File: src/rtl/bcd_ndigit_conv_pkg.sv
`default_nettype none
// ============================================================================
//  Module      : bcd_pkg
//  Description : Shared types, constants and the per-nibble add-3 correction
//                used by the N-digit binary-to-BCD converter.
//  Revision    : 1.0 - initial release
// ============================================================================
package bcd_pkg;

    // Nibble code the digit multiplexer renders as an unlit digit
    localparam logic [3:0] BCD_BLANK = 4'hF;

    typedef enum logic [1:0] {
        IDLE = 2'd0,
        CONV = 2'd1,
        OUT  = 2'd2
    } state_t;

    // Double-dabble correction: a nibble of 5 or more would become >= 10
    // after the shift, so pre-add 3 to make it carry into the next nibble.
    function automatic logic [3:0] bcd_add3(input logic [3:0] nibble);
        return (nibble >= 4'd5) ? (nibble + 4'd3) : nibble;
    endfunction

endpackage
`default_nettype wire

File: src/rtl/bcd_ndigit_conv_if.sv
`default_nettype none
// ============================================================================
//  Module      : bcd_ndigit_conv_if
//  Description : Request/result bundle between a producer of binary values
//                and the BCD converter.
//  Revision    : 1.0 - initial release
// ============================================================================
interface bcd_ndigit_conv_if #(
    parameter int WIDTH  = 14,
    parameter int DIGITS = 4
);
    localparam int NDW = $clog2(DIGITS + 1);

    logic                  start;
    logic [WIDTH-1:0]      value;
    logic                  busy;
    logic                  done;
    logic                  overflow;
    logic [4*DIGITS-1:0]   digits;
    logic [NDW-1:0]        ndigits;

    // Requesting side
    modport master (
        output start, value,
        input  busy, done, overflow, digits, ndigits
    );

    // Converter side
    modport slave (
        input  start, value,
        output busy, done, overflow, digits, ndigits
    );

endinterface
`default_nettype wire

File: src/rtl/bcd_ndigit_conv_dabble_step.sv
`default_nettype none
// ============================================================================
//  Module      : bcd_dabble_step
//  Description : One combinational shift-add-3 step over a DIGITS-nibble BCD
//                vector. Corrects each nibble independently, then shifts the
//                incoming binary bit in at the bottom.
//  Revision    : 1.0 - initial release
// ============================================================================
module bcd_dabble_step
    import bcd_pkg::*;
#(
    parameter int DIGITS = 4
) (
    input  wire logic [4*DIGITS-1:0] bcd_i,
    input  wire logic                bin_msb_i,
    output logic      [4*DIGITS-1:0] bcd_o,
    output logic                     carry_o
);

    logic [4*DIGITS-1:0] corr;

    // Per-nibble correction; no carry ripples between nibbles here
    generate
        for (genvar g = 0; g < DIGITS; g++) begin : g_nib
            assign corr[4*g +: 4] = bcd_add3(bcd_i[4*g +: 4]);
        end
    endgenerate

    // The bit leaving the top nibble is lost precision, i.e. overflow
    assign {carry_o, bcd_o} = {corr, bin_msb_i};

endmodule
`default_nettype wire

File: src/rtl/bcd_ndigit_conv.sv
`default_nettype none
// ============================================================================
//  Module      : bcd_ndigit_conv
//  Description : Self-sequencing binary-to-BCD converter (double-dabble, one
//                bit per cycle) with start/busy/done handshake, overflow
//                flag, optional leading-zero blanking and significant-digit
//                count. Feeds the 7-segment digit multiplexer directly.
//  Revision    : 1.0 - initial release
// ============================================================================
module bcd_ndigit_conv
    import bcd_pkg::*;
#(
    parameter int WIDTH    = 14,
    parameter int DIGITS   = 4,
    parameter bit BLANK_LZ = 1'b1
) (
    input  wire logic         clk,
    input  wire logic         rst,
    bcd_ndigit_conv_if.slave  bus
);

    localparam int CW  = $clog2(WIDTH + 1);
    localparam int NDW = $clog2(DIGITS + 1);

    state_t                 state_q;
    logic [4*DIGITS-1:0]    bcd_q;
    logic [WIDTH-1:0]       bin_q;
    logic [CW-1:0]          cnt_q;
    logic                   ovf_q;

    logic                   busy_q;
    logic                   done_q;
    logic                   overflow_q;
    logic [4*DIGITS-1:0]    digits_q;
    logic [NDW-1:0]         ndigits_q;

    logic [4*DIGITS-1:0]    step_bcd;
    logic                   step_carry;
    logic [4*DIGITS-1:0]    digits_d;
    logic [NDW-1:0]         ndigits_d;

    bcd_dabble_step #(
        .DIGITS    (DIGITS)
    ) u_step (
        .bcd_i     (bcd_q),
        .bin_msb_i (bin_q[WIDTH-1]),
        .bcd_o     (step_bcd),
        .carry_o   (step_carry)
    );

    // Final result formatting: significant-digit count and leading-zero blanking
    always_comb begin
        ndigits_d = NDW'(1);
        for (int i = 1; i < DIGITS; i++) begin
            if (bcd_q[4*i +: 4] != 4'd0) begin
                ndigits_d = NDW'(i + 1);
            end
        end
        if (ovf_q) begin
            ndigits_d = NDW'(DIGITS);
        end

        digits_d = bcd_q;
        if (BLANK_LZ && !ovf_q) begin
            for (int i = 1; i < DIGITS; i++) begin
                if (i >= int'(ndigits_d)) begin
                    digits_d[4*i +: 4] = BCD_BLANK;
                end
            end
        end
    end

    // Sequencer: capture, WIDTH shift-add-3 steps, then publish the result
    always_ff @(posedge clk or negedge rst) begin
        if (!rst) begin
            state_q    <= IDLE;
            bcd_q      <= '0;
            bin_q      <= '0;
            cnt_q      <= '0;
            ovf_q      <= 1'b0;
            busy_q     <= 1'b0;
            done_q     <= 1'b0;
            overflow_q <= 1'b0;
            digits_q   <= {DIGITS{BCD_BLANK}};
            ndigits_q  <= '0;
        end else begin
            done_q <= 1'b0;
            case (state_q)
                IDLE: begin
                    if (bus.start) begin
                        bcd_q   <= '0;
                        bin_q   <= bus.value;
                        cnt_q   <= CW'(WIDTH);
                        ovf_q   <= 1'b0;
                        busy_q  <= 1'b1;
                        state_q <= CONV;
                    end
                end
                CONV: begin
                    bcd_q <= step_bcd;
                    bin_q <= {bin_q[WIDTH-2:0], 1'b0};
                    ovf_q <= ovf_q | step_carry;
                    cnt_q <= cnt_q - CW'(1);
                    if (cnt_q == CW'(1)) begin
                        state_q <= OUT;
                    end
                end
                OUT: begin
                    digits_q   <= digits_d;
                    overflow_q <= ovf_q;
                    ndigits_q  <= ndigits_d;
                    done_q     <= 1'b1;
                    busy_q     <= 1'b0;
                    state_q    <= IDLE;
                end
                default: begin
                    busy_q  <= 1'b0;
                    state_q <= IDLE;
                end
            endcase
        end
    end

    assign bus.busy     = busy_q;
    assign bus.done     = done_q;
    assign bus.overflow = overflow_q;
    assign bus.digits   = digits_q;
    assign bus.ndigits  = ndigits_q;

endmodule
`default_nettype wire

File: src/flat_wrapper.sv
// flat-port wrapper written by rule: the top's interface ports become plain ports
module bcd_ndigit_conv_flat import bcd_pkg::*;
#(
    parameter int WIDTH    = 14,
    parameter int DIGITS   = 4,
    parameter bit BLANK_LZ = 1'b1
)
  (clk, rst, bus_start, bus_value, bus_busy, bus_done, bus_overflow, bus_digits, bus_ndigits);
  bcd_ndigit_conv_if #(.WIDTH(WIDTH), .DIGITS(DIGITS)) bus_i ();
  input  wire logic clk;
  input  wire logic rst;
  input wire logic [$bits(bus_i.start)-1:0] bus_start;
  input wire logic [$bits(bus_i.value)-1:0] bus_value;
  output wire logic [$bits(bus_i.busy)-1:0] bus_busy;
  output wire logic [$bits(bus_i.done)-1:0] bus_done;
  output wire logic [$bits(bus_i.overflow)-1:0] bus_overflow;
  output wire logic [$bits(bus_i.digits)-1:0] bus_digits;
  output wire logic [$bits(bus_i.ndigits)-1:0] bus_ndigits;
  assign bus_i.start = bus_start;
  assign bus_i.value = bus_value;
  assign bus_busy = bus_i.busy;
  assign bus_done = bus_i.done;
  assign bus_overflow = bus_i.overflow;
  assign bus_digits = bus_i.digits;
  assign bus_ndigits = bus_i.ndigits;
  bcd_ndigit_conv #(.WIDTH(WIDTH), .DIGITS(DIGITS), .BLANK_LZ(BLANK_LZ)) u_core (.clk(clk), .rst(rst), .bus(bus_i));
endmodule
File: config.mk
export PLATFORM = sky130hd
export DESIGN_NAME = bcd_ndigit_conv_flat
export DESIGN_NICKNAME = d
export VERILOG_FILES = /design/src/rtl/bcd_ndigit_conv_pkg.sv /design/src/rtl/bcd_ndigit_conv_if.sv /design/src/rtl/bcd_ndigit_conv_dabble_step.sv /design/src/rtl/bcd_ndigit_conv.sv /design/src/flat_wrapper.sv
export SDC_FILE = /design/constraint.sdc
export NUM_CORES = 1
export LEC_CHECK = 0
export CAP_MARGIN = 10
export CORE_ASPECT_RATIO = 0.7
export CORE_UTILIZATION = 40
export CTS_BUF_LIST = sky130_fd_sc_hd__clkbuf_16
export CTS_CLUSTER_SIZE = 20
export DETAILED_ROUTE_END_ITERATION = 10
export GPL_TIMING_DRIVEN = 0
export HOLD_SLACK_MARGIN = 0.06
export PLACE_DENSITY = 0.73
export REMOVE_ABC_BUFFERS = 1
export SETUP_SLACK_MARGIN = 0.05
export SYNTH_ARGS = -nofsm -noshare
export SYNTH_HDL_FRONTEND = slang
export SYNTH_HIERARCHICAL = 1
export SYNTH_SLANG_ARGS = --single-unit
File: constraint.sdc
create_clock -name clk -period 1.8 [get_ports clk]
set_input_delay 0.18 -clock clk [delete_from_list [all_inputs] [get_ports clk]]
set_output_delay 0.18 -clock clk [all_outputs]
set_load 0.01 [all_outputs]
# After elaboration in Yosys (flattened, before gate mapping)
# Index checks and enable logic that the tools add are counted.
# totals
reg_bits	59
elab_cells	63
# op_classes
n_addsub	5
order_cmp	7
n_eq_ne	5
muxes	26
n_bitwise	2
reduce_logical	8
# op_table
cell	n
2-to-1 mux 4 bit	8
case mux 16 bit (2 select lines)	1
case mux 14 bit (2 select lines)	1
adder 4 x 2 -> 4 bit, second input constant	4
greater-or-equal comparator 4 x 3 -> 1 bit, second input constant	4
2-to-1 mux 16 bit	1
2-to-1 mux 14 bit	1
2-to-1 mux 12 bit	1
nonzero test 4 bit	3
2-to-1 mux 3 bit	3
case mux 4 bit (2 select lines)	1
greater-or-equal comparator 2 x 3 -> 1 bit, first input constant	2
2-to-1 mux 2 bit	3
AND reduction 2 bit	3
== test 4 x 1 -> 1 bit, second input constant	1
case mux 1 bit (2 select lines)	2
case mux 2 bit (2 select lines)	1
subtractor 4 x 1 -> 4 bit, second input constant	1
greater-or-equal comparator 1 x 3 -> 1 bit, first input constant	1
2-to-1 mux 1 bit	3
== test 2 x 1 -> 1 bit, second input constant	1
== test 2 bit, second input constant	1
zero test 2 bit	1
!= test 2 x 1 -> 1 bit, second input constant	1
other kinds (4)	4

# Logic depth before layout (Yosys ltp)
# logic_depth
word_depth	8
mapped_depth	7
mapped_depth_nobuf	7

# Modules after synthesis
# The synthesis kept the hierarchy.
# by_module_without_submodules
mod	instances	cells_each	area_each_um2	seq_area_each_um2
bcd_ndigit_conv	1	253	2464.9	1496.4
bcd_dabble_step	1	65	412.9	0.0

# Worst setup path before layout
# Ideal clock, no wire load.
# synth_path
path_kind	reg2reg
start	register u_core.bcd_q[12]
end	register u_core.bcd_q[14]
arrival_time_ns	1.282
path_slack_ns	0.435
stages_incl_launch_ff	7
path_cell_list	dfrtp_1 -> ha_1 -> nand2b_1 -> a21oi_2 -> mux2i_1 -> nand2_1 -> o21ai_0
# synth_via
elab_chain_len	3
word_cells_on_any_way	4
# synth_lines
item	line	source
from (decl)	bcd_ndigit_conv.sv:26	logic [4*DIGITS-1:0] bcd_q;
from (signal assigned)	bcd_ndigit_conv.sv:100	bcd_q <= step_bcd;
adder 4 x 2 -> 4 bit / greater-or-equal comparator 4 x 3 -> 1 bit (equally long branches)	bcd_ndigit_conv_pkg.sv:22	return (nibble >= 4'd5) ? (nibble + 4'd3) : nibble;
2-to-1 mux 4 bit (*)	bcd_ndigit_conv_pkg.sv:22	
via u_core.step_bcd[14]	bcd_ndigit_conv.sv:37	logic [4*DIGITS-1:0] step_bcd;
case mux 16 bit (2 select lines) (*)	bcd_ndigit_conv.sv:88	case (state_q)
# Mark *: on every way through the listed nets, which the timed path passes. The rest lies on a longest branch.
# A chain may end at the register's enable or synchronous reset.

# Worst setup path after layout
# layout_path
start	register u_core.state_q[0]
end	register u_core.ndigits_q[2] (netlist: u_core/bus.ndigits[2])
# layout_via
elab_chain_len	1
# layout_lines
item	line	source
from (decl)	bcd_ndigit_conv.sv:25	state_t state_q;
from (signal assigned)	bcd_ndigit_conv.sv:76	state_q <= IDLE;
from (signal assigned)	bcd_ndigit_conv.sv:96	state_q <= CONV;
from (signal assigned)	bcd_ndigit_conv.sv:105	state_q <= OUT;
== test 2 bit	bcd_ndigit_conv.sv:88	
to (signal assigned)	bcd_ndigit_conv.sv:111	ndigits_q <= ndigits_d;
to (decl)	bcd_ndigit_conv.sv:35	logic [NDW-1:0] ndigits_q;
# No other way between the ends.

==> reports/results.ini <==
[critical_path]
path_delay_family=flip-flops
crit_slowest_cell=dfrtp_1
critPathKind=flip-flop to flip-flop
crit_required_ns=2.01
cp_slowest_stage_delay_ns=0.45
crit_chain=nand2b_2 -> inv_4 -> mux2_2
r2r-start=u_core/state_q[0]
crit_fanout=22
cp_data_arrival_time_ns=1.90
cp_num_buf_inv=1
startpoint_type=flip-flop
setup.worst_path.start=u_core/state_q[0]
cp-end-kind=flip-flop

[yosys]
synthFlopType=dfrtp_1
yosys_warnings=6
yosysUniqueCellTypes=33
avgSynthCellArea_um2=9.05
async_reset_ff_frac=1.00
synth_seq_area_share=0.520
synth-edff-count=0
synthesis.area_um2=2880
netlist_instances=318
ys_ff_latch=59

[run_status]
outcome=complete, no violations

[global_route]
grt_pass1_vias=2083
grt_start_max_net_pins=31
antenna_found_initial=0
track_usage=0.169
overflow=0
grt_first_pass_wirelength_um=9540

[floorplan]
core_um2=6850
dieArea_um2=7540
die_w_um=103
fp.dieH_um=73.0
rows=25
start_util=0.420
ios=39

[drt]
wl_met1_um=2810
topRoutingLayerUsed=met4
drtPass1Iterations=4
final_antenna_net_count=0
route.met2.wl_um=2440
wl_met3_um=276
via_per_inst=5.03
detail_route.wl_per_cell_um=12.3
drc=0
drt-total-wl_um=5620
via_count=2294
drt-initial-drc-count=103

[power_and_ir_drop]
p_leak_nw=1.66
internal_power_w=0.00390
max-vdd-ir-drop_mv=0.568
switchingPower_w=0.00216
comb_power_share=0.362
power_frac_clock=0.235
swShare=0.356
p_per_area_nw_per_um2=1670
pwr-share-seq=0.403

[sta]
setup_viol=0
finClkSkew_ns=0.00528
maxSlewHeadroom=0.259
fmax_mhz=591
finalCritPeriodShare=0.941
fin_crit_ns=1.69
worst_pin_slew_ns=1.11
finalHoldViolCount=0
tns_ns=0
slew_viol_final=0
rsz0062_at_grt=true

[final_layout]
nNetsFinal=384
areaGrowthSynthToFinish_pct=26.3
final_common_cell=nand2_1
fin_util=0.531
drive_gt1_frac=0.116
mostFrequentLayoutCells=nand2_1, dfrtp_1, clkdlybuf4s50_1
diodes=0
fillers=622

[clocking]
cts-htree-levels=3
clkSinkCount=59
cts-buffers-inserted=9
post-cts-setup-buffer-count=0
tritoncts=built
clkLatencyLatePin_ns=0.32
cts_root_buf=clkbuf_16
clkTransAtPathRegs_ns=0.05
clockBufferDepth=2

[hold_path]
hold_path_class=primary input to asynchronous set/reset pin

[placed_design]
gp_congestion=0.743
io_buffers=38
dpl.hpwl_um=3780

[run]
maxCapViolCount=0

==> metrics by stage <==
step                setup slack [ns]  std cells  hold WS [ns]  instance area, µm²  total power (W)
floorplan                     -0.149        304        -0.116                2800          0.00383
global placement               -1.29        436         0.445                3300          0.00449
detailed placement            -0.242        439         0.253                3370          0.00466
CTS                           0.0877        456         0.433                3640          0.00612
global route                 0.00604        456         0.461                3640          0.00656
finish                         0.107        456         0.426                3640          0.00605
==> synth_stat cells, types with 2 or more instances <==
| cell type | count | area [µm²] |
|---|---|---|
| a21oi_1 | 11 | 55.1 |
| a21oi_2 | 4 | 35.0 |
| a22oi_1 | 13 | 97.6 |
| buf_2 | 12 | 60.1 |
| buf_4 | 2 | 15.0 |
| dfrtp_1 | 43 | 1080 |
| dfstp_2 | 16 | 420 |
| ha_1 | 10 | 125 |
| inv_1 | 11 | 41.3 |
| mux2i_1 | 5 | 50.1 |
| nand2_1 | 97 | 364 |
| nand2b_1 | 11 | 68.8 |
| nor2_1 | 29 | 109 |
| nor2b_1 | 3 | 18.8 |
| nor4_1 | 2 | 12.5 |
| o21ai_0 | 26 | 130 |
| o21ai_1 | 4 | 20.0 |
| xnor2_1 | 4 | 35.0 |
==> state kept, by name (all words and copies together) (netlist names) <==
register             cells
u_core/bus.ndigits       3
u_core/state_q           2
u_core/cnt_q             4
u_core/bin_q            14
u_core/bcd_q            16
u_core/bus.done          1
u_core/bus.overflow      1
u_core/ovf_q             1
u_core/bus.digits       16
u_core/bus.busy          1
==> worst paths after layout <==
| path | endpoint | depth (start not counted) | slack [ns] |
|---|---|---|---|
| setup / recovery | u_core/bus.ndigits[2] | 3 | 0.11 |
| hold / removal | u_core/bus.ndigits[1] | 2 | 0.43 |
| setup reg to reg | u_core/bus.ndigits[2] | 3 | 0.11 |
| hold reg to reg | u_core/bus.digits[13] | 2 | 0.45 |
| max in group asynchronous | u_core/bus.digits[9] | 3 | 0.72 |
| min in group clk | u_core/bin_q[0] | 3 | 0.45 |
==> repair_timing <==
item | CTS | global route
gates cloned | 0 | 0
hold buffers | 1 | 0
resized for setup | 3 | 0
pin swaps | 0 | 0
endpoints found under the setup margin | 20 | 14
endpoints found under the hold margin | 14 | 0
==> cells by family (layout without fill, tap and decap cells) <==
logic type	count (synthesis)	count (layout)	synth area share
and+or+nand+nor	149	149	0.227
AOI/OAI and AO/OA	64	64	0.135
DFF	59	59	0.520
buffers and inverters	26	70	0.0417
adders and majority gates	10	10	0.0435
muxes	6	6	0.0213
xor gates and xnor gates	4	4	0.0122
==> routing by layer <==
metal,GRT usage,up-vias
met2,0.260,62
met5,0,-
met3,0.0699,10
li1,-,1136
met1,0.219,1086
met4,0.0469,0
==> cell type report <==
| cell class | count | area (µm²) | area share |
|---|---|---|---|
| timing repair buffer | 42 | 448 | 0.123 |
| sequential | 59 | 1500 | 0.412 |
| tap | 94 | 118 | 0.0323 |
| clock buffer | 9 | 225 | 0.0619 |
| multi-input combinational | 233 | 1270 | 0.351 |
| clock inverter | 7 | 26.3 | 0.00723 |
| inverter | 12 | 47.5 | 0.0131 |
==> power by group through the flow <==
stage	clock, W	combinational (W)	sequential, W
after CTS	0.00146	0.00221	0.00245
after global placement	0	0.00206	0.00243
final	0.00142	0.00219	0.00244
after detailed placement	0	0.00220	0.00246
after global routing	0.00152	0.00251	0.00253
after floorplan	0	0.00142	0.00242
(Power assumes the default switching activity.)
